File: src/rtl/hs_arbiter_ctrl.sv
// hs_arbiter_ctrl: two-requester round-robin arbiter with four-phase req/ack handshakes on both sides.
// Build option HS_ARB_SYNC_EN: req0, req1 and out_ack pass through two-flop synchronizers first.
module hs_arbiter_ctrl #(
  parameter int DATA_W = 8,
  parameter int DELAY  = 1
) (
  input  logic              clk,
  input  logic              reset,
  input  logic              req0,
  input  logic [DATA_W-1:0] data0,
  output logic              ack0,
  input  logic              req1,
  input  logic [DATA_W-1:0] data1,
  output logic              ack1,
  output logic              out_req,
  output logic [DATA_W-1:0] out_data,
  input  logic              out_ack,
  output logic [1:0]        grant
);

  typedef enum logic [1:0] {
    IDLE    = 2'd0,
    XFER    = 2'd1,
    DRAIN   = 2'd2,
    RELEASE = 2'd3
  } state_t;

  // Outputs change on the clock edge; DELAY only records the cell-library
  // propagation delay and has no cycle-level effect.
  if (DELAY < 0) begin : g_delay_invalid
  end

  logic [1:0] req_s;
  logic       ack_s;

`ifdef HS_ARB_SYNC_EN
  logic [2:0] sync1_q;
  logic [2:0] sync2_q;

  always_ff @(posedge clk or posedge reset) begin
    if (reset) begin
      sync1_q <= '0;
      sync2_q <= '0;
    end else begin
      sync1_q <= {out_ack, req1, req0};
      sync2_q <= sync1_q;
    end
  end

  assign req_s = sync2_q[1:0];
  assign ack_s = sync2_q[2];
`else
  assign req_s = {req1, req0};
  assign ack_s = out_ack;
`endif

  state_t              state_q, state_d;
  logic                last_q, last_d;
  logic [1:0]          grant_q, grant_d;
  logic [1:0]          ack_q, ack_d;
  logic                out_req_q, out_req_d;
  logic [DATA_W-1:0]   data_q, data_d;
  logic                sel;

  // last_q resets to 1 so that requester 0 wins the first simultaneous request.
  always_ff @(posedge clk or posedge reset) begin
    if (reset) begin
      state_q   <= IDLE;
      last_q    <= 1'b1;
      grant_q   <= 2'b00;
      ack_q     <= 2'b00;
      out_req_q <= 1'b0;
      data_q    <= '0;
    end else begin
      state_q   <= state_d;
      last_q    <= last_d;
      grant_q   <= grant_d;
      ack_q     <= ack_d;
      out_req_q <= out_req_d;
      data_q    <= data_d;
    end
  end

  always_comb begin
    state_d   = state_q;
    last_d    = last_q;
    grant_d   = grant_q;
    ack_d     = ack_q;
    out_req_d = out_req_q;
    data_d    = data_q;
    sel       = (req_s == 2'b11) ? ~last_q : req_s[1];

    case (state_q)
      IDLE: begin
        if (req_s != 2'b00) begin
          grant_d   = sel ? 2'b10 : 2'b01;
          data_d    = sel ? data1 : data0;
          out_req_d = 1'b1;
          state_d   = XFER;
        end
      end
      XFER: begin
        if (ack_s) begin
          out_req_d = 1'b0;
          state_d   = DRAIN;
        end
      end
      DRAIN: begin
        if (!ack_s) begin
          ack_d   = grant_q;
          state_d = RELEASE;
        end
      end
      RELEASE: begin
        // The owner's own request is the only input watched here.
        if ((req_s & grant_q) == 2'b00) begin
          ack_d   = 2'b00;
          grant_d = 2'b00;
          last_d  = grant_q[1];
          state_d = IDLE;
        end
      end
      default: begin
        state_d = IDLE;
      end
    endcase
  end

  assign ack0     = ack_q[0];
  assign ack1     = ack_q[1];
  assign out_req  = out_req_q;
  assign out_data = data_q;
  assign grant    = grant_q;

endmodule

File: config.mk
export PLATFORM = sky130hd
export DESIGN_NAME = hs_arbiter_ctrl
export DESIGN_NICKNAME = d
export VERILOG_FILES = /design/src/rtl/hs_arbiter_ctrl.sv
export SDC_FILE = /design/constraint.sdc
export NUM_CORES = 1
export LEC_CHECK = 0
export ABC_AREA = 1
export CAP_MARGIN = 10
export CORE_MARGIN = 1
export CORE_UTILIZATION = 48
export CTS_CLUSTER_SIZE = 40
export DETAILED_ROUTE_END_ITERATION = 6
export HOLD_SLACK_MARGIN = 0.15
export PLACE_DENSITY_LB_ADDON = 0.12
export SETUP_SLACK_MARGIN = 0.1
export SLEW_MARGIN = 20
export SYNTH_ARGS = -nofsm -noshare
export SYNTH_HDL_FRONTEND = slang
export SYNTH_SLANG_ARGS = --single-unit
File: constraint.sdc
create_clock -name clk -period 3.6 [get_ports clk]
set_input_delay 0.36 -clock clk [delete_from_list [all_inputs] [get_ports clk]]
set_output_delay 0.36 -clock clk [all_outputs]
set_load 0.05 [all_outputs]
==> run summary, run 1 <==
CTS sink cnt: 16
core region area: 0.00194 mm^2
number of synthesized register bits: 16
Fin. Hold Viols: 0
worst r2r path cells: 8
cts hold-fix bufs: 0
Max Freq: 527 MHz
RePlAce Congestion: 0.819
largest net degree at the start of global routing: 19
Synth area leader: dfrtp_1
r2r setup slk: 2090 ps
WL per Instance: 11.3 um
Crit Reg-Reg Startpoint: state_q[0]
post-synth cell types: 19
Top delay family on crit path: buffers and inverters
Max Root-Sink Buffers: 2
share of cells above drive strength 1: 0.150
Hold WC Path Type: in -> async
Tmin final: 1900 ps
Nets: 180
Worst Path Buf+Inv: 1
DRT iter0 DRCs: 15
Crit path arrival time: 1540 ps
Ant. Diodes: 0
slowest CP cell: clkdlybuf4s50_1
Die W: 47.3 um
commonest cells after routing, fill and taps aside: nand2_1 (44), clkdlybuf4s50_1 (33), inv_1 (16)
Worst Path Required: 3240 ps
CTS clk-pin slew, worst paths: 100 ps
top post-synthesis cells by area: dfrtp_1 (38%), nand2_1 (17%), o211ai_2 (10%)
max-capacitance violation count: 0
RSZ-0062 raised after global routing: no
Worst-Skew Late Latency: 280 ps
Avg Inst Size Synth: 8.41 um^2
Max rail drop VDD: 0.000571 V
Final Core Density: 0.705
Routed Antenna Nets: 0
Max H-tree Level: 1
Lkg Pwr: 0.000704 uW
vias in the first global route: 746
antenna violations before repair: 0
Pwr Density: 882 mW/mm^2
Synth async-reset ratio: 1.00
Clock Skew: 4.12 ps
Port Buf Inserts: 33
Worst-Margin Slew: 601 ps
Top FF cell, synth: dfrtp_1
number of flops mapped to enable cells by yosys: 0
Overflow after GRT: 0
PostCTS Resize Cnt: 0
Slew Viols, Final: 0
Synth top area share: 0.382
GRT Total Usage: 0.202
commonest non-fill, non-tap cell in the layout: nand2_1
Die Ht: 47.3 um
Largest stage delay, worst path: 830 ps
Starting Density: 0.506
Residual DRC: 0
setup TNS: 0 ps
status: completed
worst-path cell chain: clkdlybuf4s50_1
sequential share of the synthesized area: 0.408
post-detail-place hpwl: 1.57 mm
P&R area growth vs syn: 39.2%
I/O pin cnt: 34
Critical Setup Path Class: reg -> out
final wirelength: 2.04 mm
CTS root buffer: clkbuf_4
total number of yosys warnings: 0
global-route wire length before repair: 3.20 mm
Syn Inst Count: 117
Syn Nets: 143
Die ar.: 0.00223 mm^2
via count: 863
period utilisation layout: 0.527
total CTS buffers: 3
postcts setup bufs: 0
endpoints failing setup: 0
crit-path max FO: 4
headroom to the max-slew limit: 0.599
CP Capture Type: output port
row count: 16
reg2reg end: state_q[1]
Mapped Area: 983 um^2
Placement Setup Slack: 2040 ps
via/cell ratio: 4.79
Final WS setup: 1700 ps
CTS tree: yes
Setup crit start kind: register
first drt pass iteration count: 4
## cells in the mapped netlist (2+ instances only)
library cell / n
nor2_1: 2
o211ai_2: 8
nand2_4: 3
ha_1: 5
or2_1: 2
nand2_1: 44
inv_2: 3
inv_1: 16
o21ai_0: 2
dfrtp_1: 15
nand3_1: 4
nand4_1: 6
## per-layer routing
metal	track usage	vias to the layer above	wire length [um]
li1	-	445	-
met1	0.279	396	956
met2	0.329	20	973
met3	0.0346	2	89
met4	0.0514	0	15
met5	0	-	0
## cell families (layout without fill, tap and decap cells)
kind of cell             Yosys count  count (layout)  synth area share
AO/OA/AOI/OAI                     11              11             0.120
adder cells (fa/ha/maj)            5               5            0.0636
AND/OR/NAND/NOR                   64              64             0.304
flip-flops                        16              16             0.408
buffers and inverters             21              57             0.104
## power breakdown
group          switching (uW)  internal (uW)
combinational             493            264
clock                    60.1           61.5
sequential               58.4            270
## worst max-delay path by stage
stage	start	cells past startpoint	endpoint	slack [ps]
2_1_floorplan	state_q[0]	8	state_q[0]	2350
3_3_place_gp	grant[0]	1	grant[0]	2030
3_5_place_dp	req0	6	out_data[0]	2040
4_1_cts	grant[1]	1	grant[1]	1720
5_1_grt	grant[1]	1	grant[1]	1660
6_report	grant[0]	1	grant[0]	1700
## through the flow
stage	hold slack (ps)	std cells	total power, uW	area, um^2
floorplan	273	117	867	983
global placement	453	176	1080	1330
detailed placement	464	176	1090	1330
CTS	464	180	1210	1370
global route	496	180	1300	1370
finish	440	180	1210	1370
## layout make-up
cell class	instances	area (um^2)
clock buffer	4	36.3
fill	164	573
inverter	20	87.6
multi-input combinational	80	479
sequential	16	402
tap	27	33.8
timing repair buffer	33	330
## registers in the layout, indices dropped and copies added (netlist names)
name and flops:
out_data 8, ack_q 2, grant 2, state_q 2, last_q 1, out_req 1
Power figures use the tool's default switching activity.
==> run 2, diff against run 1 <==
Settings changed: CORE_UTILIZATION 48 to 40.
Clock period 3.6 ns to 1.7 ns, I/O delays scaled along.
==> run summary, run 2 (synthesis results as in run 1) <==
Worst-Skew Late Latency: 280 ps (about the same)
Residual DRC: 0 (unchanged)
Worst Path Required: 1880 ps (-1360 ps)
CTS tree: yes
worst-path cell chain: inv_1 -> ha_1 -> nand2_1 -> inv_1 -> nor2_1 -> nand3_1 -> nand2_1 -> nand2_1
headroom to the max-slew limit: 0.579 (-0.0202)
commonest non-fill, non-tap cell in the layout: nand2_1
Max Root-Sink Buffers: 2 (unchanged)
Slew Viols, Final: 0 (unchanged)
first drt pass iteration count: 4 (unchanged)
Starting Density: 0.436 (-0.0703)
DRT iter0 DRCs: 10 (-5)
global-route wire length before repair: 3.26 mm (+1.7%)
max-capacitance violation count: 0 (unchanged)
share of cells above drive strength 1: 0.163 (+0.0131)
Tmin final: 1440 ps
Die Ht: 51.6 um (+9.1%)
CP Capture Type: register
P&R area growth vs syn: 36.3%
reg2reg end: state_q[1]
r2r setup slk: 260 ps (-1830 ps)
vias in the first global route: 768 (+2.9%)
via count: 852 (-1.3%)
period utilisation layout: 0.850
core region area: 0.00225 mm^2 (+16%)
RSZ-0062 raised after global routing: no
post-detail-place hpwl: 1.62 mm (+2.9%)
RePlAce Congestion: 0.764 (-6.7%)
Largest stage delay, worst path: 410 ps (-420 ps)
Worst-Margin Slew: 631 ps (+30.2 ps)
via/cell ratio: 4.71 (-1.8%)
total CTS buffers: 3 (unchanged)
Routed Antenna Nets: 0 (unchanged)
I/O pin cnt: 34 (unchanged)
worst r2r path cells: 8 (unchanged)
Die ar.: 0.00266 mm^2 (+19%)
worst setup path endpoint: state_q[1]
non-filler instance count after layout: 181 (+0.56%)
Port Buf Inserts: 33 (unchanged)
Lkg Pwr: 0.000727 uW (+3.3%)
Final WS setup: 255 ps (-1450 ps)
slowest CP cell: dfrtp_1
Hold WC Path Type: in -> async
Crit path arrival time: 1630 ps (+90 ps)
CTS root buffer: clkbuf_4
Max Freq: 692 MHz
crit path from: state_q[0]
Ant. Diodes: 0 (unchanged)
Max H-tree Level: 1 (unchanged)
WL per Instance: 11.4 um (+0.72%)
Fin. Hold Viols: 0 (unchanged)
antenna violations before repair: 0 (unchanged)
Placement Setup Slack: 281 ps (-1760 ps)
status: completed
Critical Setup Path Class: reg -> reg
endpoints failing setup: 0 (unchanged)
Clock Skew: 4.98 ps (+0.861 ps)
commonest cells after routing, fill and taps aside: nand2_1 (44), clkdlybuf4s50_1 (20), inv_1 (16)
Pwr Density: 1810 mW/mm^2 (+110%)
Max rail drop VDD: 0.000960 V (+68%)
Setup crit start kind: register
max FFs per register: 8 (unchanged)
Final Core Density: 0.594 (-0.111)
Placed Cells: 177 (+0.57%)
crit-path max FO: 5 (+1)
Worst path most repeated cell: nand2_1
final wirelength: 2.06 mm (+1.3%)
Die W: 51.6 um (+9.1%)
largest net degree at the start of global routing: 19 (unchanged)
CTS sink cnt: 16 (unchanged)
row count: 17 (+1)
CTS clk-pin slew, worst paths: 100 ps (about the same)
Crit Reg-Reg Startpoint: state_q[0]
Overflow after GRT: 0 (unchanged)
Nets: 180 (unchanged)
GRT Total Usage: 0.165 (-0.0377)
setup TNS: 0 ps (unchanged)
-- run 2: layout make-up --
type,instances,area [um^2]
clock buffer,4,26.3
fill,225,915
tap,28,35.0
timing repair buffer,33,310
inverter,20,87.6
sequential,16,402
multi-input combinational,80,479
-- run 2: metrics by stage --
step           power (uW)  instance area [um^2]  hold WS (ps)
2_1_floorplan        1830                   983          83.0
3_3_place_gp         2280                  1330           457
3_5_place_dp         2320                  1330           461
4_1_cts              2460                  1340           279
5_1_grt              2600                  1340           304
6_report             2430                  1340           252
-- run 2: report_power, final --
group	total (uW)	internal, uW	switching [uW]	leakage, uW
Clock	216	91.0	126	0.0000150
Sequential	701	573	129	0.000197
Combinational	1510	468	1050	0.000515
-- run 2: worst max-delay path: cells and delay by family (launching register included) --
family	cells	cell delay, ps
buf+inv	2	130
simple gates	5	540
fa+ha+maj	1	250
flops	1	410
-- run 2: worst min-delay path by stage --
stage	endpoint	slack, ps	depth (start not counted)
floorplan	ack_q[0]	80	1
global placement	ack_q[1]	460	2
detailed placement	ack_q[1]	460	2
CTS	out_data[3]	280	2
global route	out_data[7]	300	2
finish	state_q[1]	250	2
-- run 2: what timing repair did --
item | CTS | global route
resized for setup | 10 | 0
hold buffers | 0 | 0
setup buffers | 0 | 0
endpoints found under the setup margin | 10 | 0
-- run 2: layer usage --
layer  GRT usage  share of wire  up-vias
met2       0.288           0.49       24
met5           0              0        -
met4      0.0541         0.0082        0
li1            -              -      444
met3      0.0409          0.052        2
met1       0.196           0.45      382
==> run 3, diff against run 2 <==
Settings changed: CORE_UTILIZATION 40 to 44.
Clock period 1.7 ns to 1.5 ns, I/O delays scaled along.
==> run summary, run 3 (synthesis results as in run 1) <==
first drt pass iteration count: 4 (unchanged)
RePlAce Congestion: 0.784 (+2.6%)
P&R area growth vs syn: 39.2%
Die ar.: 0.00243 mm^2 (-8.8%)
Overflow after GRT: 0 (unchanged)
endpoints failing setup: 0 (unchanged)
Die W: 49.3 um (-4.5%)
post-detail-place hpwl: 1.52 mm (-6.2%)
Die Ht: 49.3 um (-4.5%)
max-capacitance violation count: 0 (unchanged)
max FFs per register: 8 (unchanged)
WP depth: 8 (unchanged)
GRT Total Usage: 0.191 (+0.0265)
Fin. Hold Viols: 0 (unchanged)
Top delay family on crit path: flip-flops
Critical Setup Path Class: reg -> reg
CTS sink cnt: 16 (unchanged)
Ant. Diodes: 0 (unchanged)
headroom to the max-slew limit: 0.758 (+0.179)
Worst-Margin Slew: 362 ps (-269 ps)
Lkg Pwr: 0.000732 uW (+0.70%)
Worst Path Buf+Inv: 2 (unchanged)
met2 Resource Use GR: 0.315 (+0.0272)
Slew Viols, Final: 0 (unchanged)
period utilisation layout: 0.866 (+0.0164)
antenna violations before repair: 0 (unchanged)
Routed Antenna Nets: 0 (unchanged)
DRT iter0 DRCs: 13 (+3)
Most Crowded Layer GR: met2
via count: 875 (+2.7%)
Power Total: 2870 uW (+18%)
Max rail drop VDD: 0.00126 V (+31%)
largest net degree at the start of global routing: 19 (unchanged)
CTS tree: yes
met1 GRT Util: 0.232 (+0.0368)
Clock Skew: 1.87 ps (-3.11 ps)
Port Buf Inserts: 33 (unchanged)
Hold Path Depth: 2
core region area: 0.00202 mm^2 (-10%)
vias in the first global route: 786 (+2.3%)
crit-path max FO: 3 (-2)
WL per Instance: 11.0 um (-3.1%)
commonest cells after routing, fill and taps aside: nand2_1 (44), clkdlybuf4s50_1 (20), inv_1 (16)
Crit path arrival time: 1490 ps (-140 ps)
I/O pin cnt: 34 (unchanged)
global-route wire length before repair: 3.45 mm (+6.0%)
Starting Density: 0.486 (+0.0502)
Worst path most repeated cell: nand2_1
slowest CP cell: dfrtp_1
worst r2r path cells: 8 (unchanged)
Worst-Skew Late Latency: 290 ps (about the same)
setup TNS: 0 ps (unchanged)
RSZ-0062 raised after global routing: yes
worst-path cell chain: buf_4 -> ha_1 -> inv_1 -> nor2_1 -> nor2_2 -> nand3_1 -> nand2_1 -> nand2_1
commonest non-fill, non-tap cell in the layout: nand2_1
Max Root-Sink Buffers: 2 (unchanged)
CTS root buffer: clkbuf_4
CP Capture Type: register
Largest stage delay, worst path: 400 ps (about the same)
Worst Path Required: 1690 ps (-190 ps)
Max H-tree Level: 1 (unchanged)
final wirelength: 2.02 mm (-2.0%)
GR Layer Usage met3: 0.0374 (-0.00355)
via/cell ratio: 4.78 (+1.6%)
row count: 16 (-1)
Nets: 183 (+1.7%)
Residual DRC: 0 (unchanged)
Hold WC Path Type: reg -> reg
Max Freq: 770 MHz (+11%)
CTS clk-pin slew, worst paths: 90 ps (about the same)
status: completed
share of cells above drive strength 1: 0.263 (+0.0994)
Tmin final: 1300 ps (-145 ps)
Setup crit start kind: register
total CTS buffers: 3 (unchanged)
Pwr Density: 2100 mW/mm^2 (+16%)
-- run 3: where the power goes --
part	switching [uW]	internal (uW)
combinational	1190	609
sequential	137	649
clock	143	148
-- run 3: cell type report --
| cell class | count | area, um^2 |
|---|---|---|
| Fill cell | 175 | 653 |
| Multi-Input combinational cell | 80 | 487 |
| Sequential cell | 16 | 402 |
| Timing Repair Buffer | 36 | 323 |
| Inverter | 20 | 87.6 |
| Clock buffer | 4 | 36.3 |
| Tap cell | 27 | 33.8 |
-- run 3: worst paths after layout --
| path | from | end | slack, ps |
|---|---|---|---|
| min reg2reg | last_q | last_q | 480 |
| min in group asynchronous | reset | out_req | 670 |
| max in group asynchronous | reset | out_data[7] | 390 |
| max | state_q[0] | state_q[1] | 200 |
| max reg2reg | state_q[0] | state_q[1] | 200 |
| min | last_q | last_q | 480 |
-- run 3: per-stage QoR --
stage	hold slack, ps	cell area (um^2)	cells	utilization	setup slack (ps)
2_1_floorplan	63.0	983	117	-	248
3_3_place_gp	442	1310	177	0.647	165
3_5_place_dp	446	1310	177	0.647	107
4_1_cts	480	1360	183	0.673	108
5_1_grt	497	1370	183	0.677	89.1
6_report	475	1370	183	0.677	201
-- run 3: metal layers --
metal | up-vias | part of all wire
met5 | - | 0
met4 | 0 | 0.022
met3 | 5 | 0.038
met2 | 22 | 0.46
met1 | 399 | 0.48
li1 | 449 | -
-- run 3: worst min-delay path: stages, from the launching register on --
cell	delay, ps
dfstp_2	380
o21ai_0	60
nand2_1	50
-- run 3: repair_timing --
item / 4_1_cts / 5_1_grt
endpoints found under the hold margin: 7 / 0
setup buffers: 1 / 0
resized for setup: 0 / 3
endpoints found under the setup margin: 4 / 13
hold buffers: 1 / 0
